<file path="src/rtl/pipelined_logic_unit.sv">
// rtl/pipelined_logic_unit.sv - two-stage ready/valid bitwise logic unit; optional zero flag via LU_ZERO_FLAG_EN
module pipelined_logic_unit #(
   parameter int WIDTH = 8,
   parameter int OP_W  = 3
) (
   input  logic             clk,
   input  logic             reset,
   input  logic [WIDTH-1:0] in_a,
   input  logic [WIDTH-1:0] in_b,
   input  logic [OP_W-1:0]  in_op,
   input  logic             in_valid,
   output logic             in_ready,
   output logic [WIDTH-1:0] out_s,
   output logic             out_valid,
   input  logic             out_ready
`ifdef LU_ZERO_FLAG_EN
   ,
   output logic             out_zero
`endif
);

   typedef enum logic [OP_W-1:0] {
      OP_AND  = 3'b000,
      OP_OR   = 3'b001,
      OP_NAND = 3'b010,
      OP_NOR  = 3'b011,
      OP_XOR  = 3'b100,
      OP_XNOR = 3'b101,
      OP_NOTA = 3'b110,
      OP_PASS = 3'b111
   } op_e;

   logic             s1_valid_q, s1_valid_d;
   logic [WIDTH-1:0] a_q, a_d;
   logic [WIDTH-1:0] b_q, b_d;
   logic [OP_W-1:0]  op_q, op_d;
   logic             s2_valid_q, s2_valid_d;
   logic [WIDTH-1:0] s_q, s_d;
   logic [WIDTH-1:0] result;
   logic             s2_adv;
   logic             s1_adv;

   // S2 can take new data when it is empty or being drained this cycle.
   assign s2_adv   = !s2_valid_q || out_ready;
   assign s1_adv   = s1_valid_q && s2_adv;
   assign in_ready = !s1_valid_q || s1_adv;

   always_comb begin
      result = a_q;
      case (op_e'(op_q))
         OP_AND:  result = a_q & b_q;
         OP_OR:   result = a_q | b_q;
         OP_NAND: result = ~(a_q & b_q);
         OP_NOR:  result = ~(a_q | b_q);
         OP_XOR:  result = a_q ^ b_q;
         OP_XNOR: result = ~(a_q ^ b_q);
         OP_NOTA: result = ~a_q;
         OP_PASS: result = a_q;
         default: result = a_q;
      endcase
   end

   always_comb begin
      s1_valid_d = s1_valid_q;
      a_d        = a_q;
      b_d        = b_q;
      op_d       = op_q;
      if (in_ready) begin
         s1_valid_d = in_valid;
         if (in_valid) begin
            a_d  = in_a;
            b_d  = in_b;
            op_d = in_op;
         end
      end
   end

   // s_q keeps its last value when S2 drains with nothing behind it.
   always_comb begin
      s2_valid_d = s2_valid_q;
      s_d        = s_q;
      if (s2_adv) begin
         s2_valid_d = s1_valid_q;
         if (s1_valid_q) begin
            s_d = result;
         end
      end
   end

   always_ff @(posedge clk) begin
      if (reset) begin
         s1_valid_q <= 1'b0;
         a_q        <= '0;
         b_q        <= '0;
         op_q       <= '0;
         s2_valid_q <= 1'b0;
         s_q        <= '0;
      end else begin
         s1_valid_q <= s1_valid_d;
         a_q        <= a_d;
         b_q        <= b_d;
         op_q       <= op_d;
         s2_valid_q <= s2_valid_d;
         s_q        <= s_d;
      end
   end

   assign out_s     = s_q;
   assign out_valid = s2_valid_q;

`ifdef LU_ZERO_FLAG_EN
   logic zero_q, zero_d;

   always_comb begin
      zero_d = zero_q;
      if (s2_adv && s1_valid_q) begin
         zero_d = (result == '0);
      end
   end

   always_ff @(posedge clk) begin
      if (reset) begin
         zero_q <= 1'b0;
      end else begin
         zero_q <= zero_d;
      end
   end

   assign out_zero = zero_q;
`endif

endmodule
</file>
<file path="config.mk">
export PLATFORM = sky130hd
export DESIGN_NAME = pipelined_logic_unit
export DESIGN_NICKNAME = d
export VERILOG_FILES = /design/src/rtl/pipelined_logic_unit.sv
export SDC_FILE = /design/constraint.sdc
export NUM_CORES = 1
export LEC_CHECK = 0
export CAP_MARGIN = 10
export CORE_ASPECT_RATIO = 1.2
export CORE_MARGIN = 3
export CORE_UTILIZATION = 37
export CTS_BUF_LIST = sky130_fd_sc_hd__clkbuf_8 sky130_fd_sc_hd__clkbuf_16
export DETAILED_ROUTE_END_ITERATION = 8
export PLACE_DENSITY = 0.57
export SLEW_MARGIN = 10
export SYNTH_ARGS = -nofsm -noshare
export SYNTH_HDL_FRONTEND = slang
export SYNTH_SLANG_ARGS = --single-unit
</file>
<file path="constraint.sdc">
create_clock -name clk -period 2.1 [get_ports clk]
set_input_delay 0.315 -clock clk [delete_from_list [all_inputs] [get_ports clk]]
set_output_delay 0.315 -clock clk [all_outputs]
set_load 0.02 [all_outputs]
</file>
# Word-level counts from Yosys, hierarchy flattened
# Cells that the tools add are included.
[word_totals]
mem_bits_ro = 0
word_cells = 29
output_inout_bits = 10
mem_bits_rw = 0
register_bits = 29
latch_bits = 0
mem_count = 0
in_bits = 23
[classes]
bitwise_logic = 7
multipliers = 0
n_addsub = 0
reduce_logical = 8
n_div = 0
muxes = 1
shift = 0
magnitude_cmp = 0
n_eq_ne = 7
[op_table]
columns = ["op", "n"]
rows = [
  ["8-bit one-hot mux with 8 select lines", 1],
  ["8-bit inverter", 4],
  ["3-bit == test, second input constant", 4],
  ["8-bit AND", 1],
  ["8-bit OR", 1],
  ["8-bit XOR", 1],
  ["3-bit by 2-bit == test with 1-bit output, second input constant", 2],
  ["2-bit AND reduction", 2],
  ["3-bit by 1-bit == test with 1-bit output, second input constant", 1],
  ["3-bit zero test", 1],
  ["1-bit zero test", 2],
  ["1-bit logical OR", 2],
  ["1-bit logical AND", 1],
]

# Depth between registers and ports, before layout
# Gate-level depths: netlist of run 1.
[logic_depth]
word_depth = 5
ltp_mapped = 5

# Worst setup path before layout of run 1
# Ideal clock, no wire load.
[synth_path]
kind = "register -> register"
startpoint = "register a_q[0]"
endpoint = "register s_q[0] (netlist: out_s[0])"
required_ps = 1983
path_buffers = 0
arrival_time_ps = 1531
period_less_slack_ps = 1648
path_stages_with_launch = 6
slack_ps = 452
cell_sequence = "dfxtp_1 -> inv_1 -> ha_1 -> mux2_1 -> mux4_2 -> a22o_1"
[synth_via]
elab_chain_len = 3
elab_cells_between_ends = 8
classes_between = "mux (1); bitwise (7)"
[synth_rtl]
columns = ["element", "line", "rtl"]
rows = [
  ["start, declared", "34", "logic [WIDTH-1:0] a_q, a_d;"],
  ["start signal, assigned", "93", "a_q <= '0;"],
  ["start signal, assigned", "100", "a_q <= a_d;"],
  ["8-bit XOR (tied with other cells)", "55, 56", ""],
  ["8-bit inverter (on tied branches)", "56, 53, 54", ""],
  ["8-bit one-hot mux with 8 select lines (*)", "50", "case (op_e'(op_q))"],
  ["end signal, assigned", "97", "s_q <= '0;"],
  ["end signal, assigned", "104", "s_q <= s_d;"],
  ["end, declared", "38", "logic [WIDTH-1:0] s_q, s_d;"],
]
# Mark *: on every way between the ends. The rest lies on a longest branch, timed or not.
# A chain may end at the register's enable or synchronous reset.

# Final worst setup path of run 1
[layout_path]
startpoint = "input port out_ready"
endpoint = "output port in_ready"
[layout_via]
elab_chain_len = 3
[layout_rtl]
columns = ["element", "line", "rtl"]
rows = [
  ["start, declared", "15", "input logic out_ready"],
  ["1-bit logical OR", "44", "assign s2_adv = !s2_valid_q || out_ready;"],
  ["1-bit logical AND", "45", "assign s1_adv = s1_valid_q && s2_adv;"],
  ["1-bit logical OR", "46", "assign in_ready = !s1_valid_q || s1_adv;"],
  ["end, declared", "12", "output logic in_ready,"],
]
# No other way between the ends.

==> results of run 1 <==
-- flip-flops by register name, summed over array words and instances (netlist names) --
register,cells
out_valid,1
op_q,3
a_q,8
b_q,8
s1_valid_q,1
out_s,8
-- cell families after synthesis --
family,count (synthesis),share of synthesized area [%]
buf+inv,40,8.918
flops,29,29.35
fa+ha+maj,16,10.12
simple gates,48,14.86
mux,32,23.09
compound gates,48,13.66
-- worst paths after layout --
path / depth (start not counted) / slack [ps] / end
worst min-delay path: 1 / 480 / out_s[0]$_SDFFE_PP0P_
worst min register to register: 1 / 480 / out_s[0]$_SDFFE_PP0P_
worst max-delay path: 4 / 70 / in_ready
worst max register to register: 5 / 350 / out_s[0]$_SDFFE_PP0P_
-- Yosys cell counts (all sizes together), types with 9 or more instances --
master,count
a21oi,21
dfxtp,29
nand3,19
o21ai,19
nand2b,9
ha,16
inv,18
clkbuf,15
mux2i,16
-- area by class of cell --
cell class	instances	share of cell area [%]
clock buffers	5	2.816
flip-flops and latches	29	23.81
inverters	18	2.765
multi-input cells	144	49.97
clock inverters	3	0.5632
repair buffers	43	17.00
well taps	60	3.072
-- routing by layer --
metal / global-route usage, % / vias to the layer above / routed length (um)
met5: 0 / - / 0
met1: 18.13 / 710 / 1990
met3: 3.986 / 6 / 189
li1: - / 824 / -
met4: 5.537 / 0 / 82
met2: 20.11 / 35 / 1687
-- critical path: stages --
cell	delay, ps
clkdlybuf4s50_1	500
and3b_1	220
inv_1	80
clkdlybuf4s50_1	600
-- per-stage QoR --
step | setup WS (ps) | utilization [%] | instance area (um2)
4_1_cts | 62.58 | 48.44 | 2444
2_1_floorplan | 452.1 | - | 1978
3_5_place_dp | 85.97 | 46.80 | 2361
3_3_place_gp | 72.98 | 46.80 | 2361
5_1_grt | 19.90 | 48.44 | 2444
6_report | 71.45 | 48.44 | 2444
-- power by group --
part | internal [mW] | total, mW | leakage [nW] | switching (mW)
Sequential | 0.582 | 0.614 | 0.239 | 0.0316
Clock | 0.224 | 0.437 | 0.0491 | 0.213
Combinational | 0.183 | 0.313 | 0.630 | 0.130
Total | 0.989 | 1.36 | 0.917 | 0.374
-- cell usage in the layout (no fill, tap or decap), types with 9 or more instances in the layout --
master           Yosys  layout
buf_4                1      10
nand3_1             19      19
dfxtp_1             29      28
ha_1                16      16
nand2b_1             9       9
mux2i_1             16      16
clkdlybuf4s50_1      0      32
a21oi_1             21      21
inv_1               18      19
o21ai_0             18      18
==> flow_summary.json, run 1 <==
{
  "drtAntennaViolNets": 0,
  "final_nets": 280,
  "ys_seq_area_share_pct": 29.35,
  "grt_pass1_wl_um": 6699,
  "critPathCaptureType": "primary output",
  "cts-hold-fix-buffers": 0,
  "netlist_instances": 213,
  "syn_avg_cell_area_um2": 9.287,
  "syn-cell-area_mm2": 0.001978,
  "worstPathMaxFanout": 3,
  "max_freq_mhz": 493.0,
  "r2r_start": "a_q[0]$_SDFFE_PP0P_",
  "skew_ps": 7.204,
  "crit_required_ps": 1780,
  "synth_top_area_share_pct": 29.35,
  "ir_drop_v": 0.0003519,
  "drive_gt1_share_pct": 14.05,
  "synth.net_count": 252,
  "synth_ff_type": "dfxtp_1",
  "grt_pass1_vias": 1477,
  "initial_core_util_pct": 39.21,
  "routed_via_density": 5.215,
  "hold_path_class": "flop to flop",
  "hold_viol": 0,
  "place_inst": 294,
  "drv_slew": 0,
  "grt_max_degree": 34,
  "num_vias": 1575,
  "die_area_mm2": 0.006263,
  "synthToLayoutAreaGrowth_pct": 23.53,
  "p_per_area_mw_per_mm2": 557.8,
  "tightest_slew_ps": 631.4,
  "core_mm2": 0.005045,
  "synth_top_cell_by_area": "dfxtp_1",
  "setup-tns-final_ps": 0,
  "setup_viol": 0,
  "cp.arrival_ps": 1710,
  "clkLatencyLatePin_ps": 280,
  "drt_iter0_drc": 43,
  "outcome": "complete, no violations",
  "track_usage_pct": 13.51,
  "worstHoldStart": "out_s[0]$_SDFFE_PP0P_",
  "cts_setup_buffers": 0,
  "port_buffers": 32,
  "maxSlewHeadroom_pct": 57.90,
  "die_height_um": 86.10,
  "finalPower_mw": 1.363,
  "cp-startpoint": "out_ready",
  "yosysWarnings": 0,
  "fp.dieW_um": 72.75,
  "antenna_found_initial": 0,
  "start_kind": "input pin",
  "synth_edf_count": 0,
  "numClockSinks": 29,
  "max_cap_viol_count": 0,
  "cts_resized": 0,
  "netlist_top_cells_area": "dfxtp_1, ha_1, mux4_2, mux2i_1, a21oi_1",
  "multi_input_area_mm2": 0.001221,
  "io_pins": 33,
  "htree_levels": 2,
  "drtPass1Iterations": 4,
  "drc": 0,
  "seq_area_um2": 581.8,
  "num_rows": 28,
  "leakage_nw": 0.9174,
  "antenna_cells": 0,
  "gp_congestion": 0.6763,
  "wl_um": 3950,
  "crit_type": "input pin to primary output",
  "root_buffer": "clkbuf_8",
  "wl_per_cell_um": 13.08,
  "layout_min_cycle_time_ps": 2029,
  "rsz0062_at_grt": "false",
  "fin_crit_sh_pct": 96.60,
  "fin_hold_ws_ps": 475.1,
  "tritoncts": "yes",
  "overflow": 0,
  "synth-seq-cells": 29,
  "cts_max_path_buffers": 2,
  "clk_pin_slew_worst_paths_ps": 70,
  "synth.distinct_cells": 24,
  "stdcell_count": 302,
  "hpwl_um": 2931,
  "numCtsBuffers": 5,
  "fillCellCount": 521,
  "synth-async-reset-ratio_pct": 0
}
Power figures use the tool's default switching activity.
==> run 2: changes to the inputs <==
--- a/config.mk
+++ b/config.mk
@@ -7,7 +7,7 @@
 export LEC_CHECK = 0
 export CAP_MARGIN = 10
 export CORE_ASPECT_RATIO = 1.2
-export CORE_MARGIN = 3
+export CORE_MARGIN = 1
 export CORE_UTILIZATION = 37
 export CTS_BUF_LIST = sky130_fd_sc_hd__clkbuf_8 sky130_fd_sc_hd__clkbuf_16
 export DETAILED_ROUTE_END_ITERATION = 8
==> run 2 against run 1 <==
Via count is 0.95% higher. Sequential power fell by 0.8%. Count of clock-buffer cells in the layout stayed put. Hold slack better by 2.4 ps. Die area shrank 9.9%. Cell area rose by 0.61%. Critical path type unchanged.
==> flow_summary.json, run 2 (same netlist as run 1, synthesis figures left out) <==
{
  "clkLatencyLatePin_ps": 280,
  "slowest_delay_ps": 600,
  "io_pins": 33,
  "wl_per_cell_um": 13.08,
  "synthToLayoutAreaGrowth_pct": 24.29,
  "grt.met2_usage_pct": 26.76,
  "outcome": "complete, no violations",
  "grt_use_met3_pct": 3.846,
  "tightest_slew_ps": 618.0,
  "grt_max_degree": 30,
  "setup_viol": 0,
  "initial_core_util_pct": 39.21,
  "p_per_area_mw_per_mm2": 558.3,
  "drv_slew": 0,
  "grt_pass1_wl_um": 7169,
  "grt_pass1_vias": 1573,
  "place_inst": 296,
  "path_delay_family": "buffers and inverters",
  "antenna_cells": 0,
  "hold_viol": 0,
  "antenna_found_initial": 0,
  "gp_congestion": 0.7455,
  "cts_max_path_buffers": 2,
  "drtAntennaViolNets": 0,
  "hold_path_depth": 1,
  "hold_path_class": "flop to flop",
  "cp.arrival_ps": 1710,
  "max_cap_viol_count": 0,
  "cts_setup_buffers": 0,
  "whs_endpoint": "out_s[0]$_SDFFE_PP0P_",
  "cp_common_cell": "clkdlybuf4s50_1",
  "skew_ps": 3.319,
  "die_height_um": 82.10,
  "busiest_layer": "met2",
  "tritoncts": "yes",
  "leakage_nw": 0.9284,
  "maxSlewHeadroom_pct": 58.80,
  "critPathCaptureType": "primary output",
  "crit_required_ps": 1780,
  "root_buffer": "clkbuf_8",
  "rsz0062_at_grt": "false",
  "worstPathMaxFanout": 3,
  "fin_hold_ws_ps": 477.5,
  "fp.dieW_um": 68.75,
  "stdcell_count": 304,
  "setup-tns-final_ps": 0,
  "final_nets": 282,
  "port_buffers": 32,
  "core_mm2": 0.005045,
  "layout_min_cycle_time_ps": 2023,
  "drtPass1Iterations": 4,
  "routed_via_density": 5.230,
  "numClockSinks": 29,
  "num_vias": 1590,
  "cp.buffers_inverters": 3,
  "num_rows": 28,
  "overflow": 0,
  "mostFrequentLayoutCells": "clkdlybuf4s50_1, dfxtp_1, a21oi_1",
  "layout_commonest_cell": "clkdlybuf4s50_1",
  "finalPower_mw": 1.373,
  "r2r-end": "out_s[2]$_SDFFE_PP0P_",
  "r2r_cells": 4,
  "numCtsBuffers": 5,
  "grtUsageMet1_pct": 22.09,
  "slowest_stage": "clkdlybuf4s50_1",
  "ff2ff_setup_slack_ps": 350,
  "die_area_mm2": 0.005644,
  "crit_type": "input pin to primary output",
  "r2r_start": "op_q[2]$_SDFFE_PP0P_",
  "cts_resized": 0,
  "worstHoldStart": "out_s[0]$_SDFFE_PP0P_",
  "max_freq_mhz": 494.4,
  "ir_drop_v": 0.0002614,
  "start_kind": "input pin",
  "drt_iter0_drc": 46,
  "drc": 0,
  "cp.depth": 4,
  "drive_gt1_share_pct": 14.75,
  "cts-hold-fix-buffers": 0,
  "clk_pin_slew_worst_paths_ps": 60,
  "wl_um": 3975,
  "path_cells": "clkdlybuf4s50_1 > and3b_1 > inv_1 > clkdlybuf4s50_1",
  "fin_crit_sh_pct": 96.32,
  "track_usage_pct": 16.76,
  "htree_levels": 2,
  "hpwl_um": 2879
}
run 2: cell types whose count changed in the layout (fill, tap and decap cells not counted), sizes merged:
| cell | change |
|---|---|
| buf | +2 |
run 2: metrics by stage:
step           utilization, %  area [um2]  setup WS (ps)
2_1_floorplan               -        1978          452.1
3_3_place_gp            47.10        2376          71.78
3_5_place_dp            47.10        2376          93.91
4_1_cts                 48.74        2459          72.24
5_1_grt                 48.74        2459          17.41
6_report                48.74        2459          77.29
run 2: report_power, final:
part	total, mW	switching [mW]	leakage, nW	internal (mW)
clock network	0.444	0.220	0.0491	0.224
logic	0.319	0.134	0.641	0.185
registers	0.609	0.0272	0.239	0.582
total	1.37	0.381	0.928	0.991
run 2: cell type report:
cell class | instances | area [um2]
clock inverters | 3 | 13.76
repair buffers | 45 | 430.4
well taps | 60 | 75.07
clock buffers | 5 | 68.82
multi-input cells | 144 | 1221
flip-flops and latches | 29 | 581.8
fillers | 532 | 2586
inverters | 18 | 67.56
run 2: routing by layer:
layer | wire length, um | share of wire, % | up-vias
li1 | - | - | 834
met1 | 2022 | 51 | 721
met5 | 0 | 0 | -
met4 | 62 | 1.6 | 0
met3 | 144 | 3.6 | 6
met2 | 1745 | 44 | 29
run 2: worst max path at each step:
| stage | endpoint | slack, ps | start |
|---|---|---|---|
| floorplan | out_s[0]$_SDFFE_PP0P_ | 450 | a_q[0]$_SDFFE_PP0P_ |
| global placement | in_ready | 70 | out_ready |
| detailed placement | in_ready | 90 | out_ready |
| CTS | in_ready | 70 | out_ready |
| global route | in_ready | 20 | out_ready |
| finish | in_ready | 80 | out_ready |
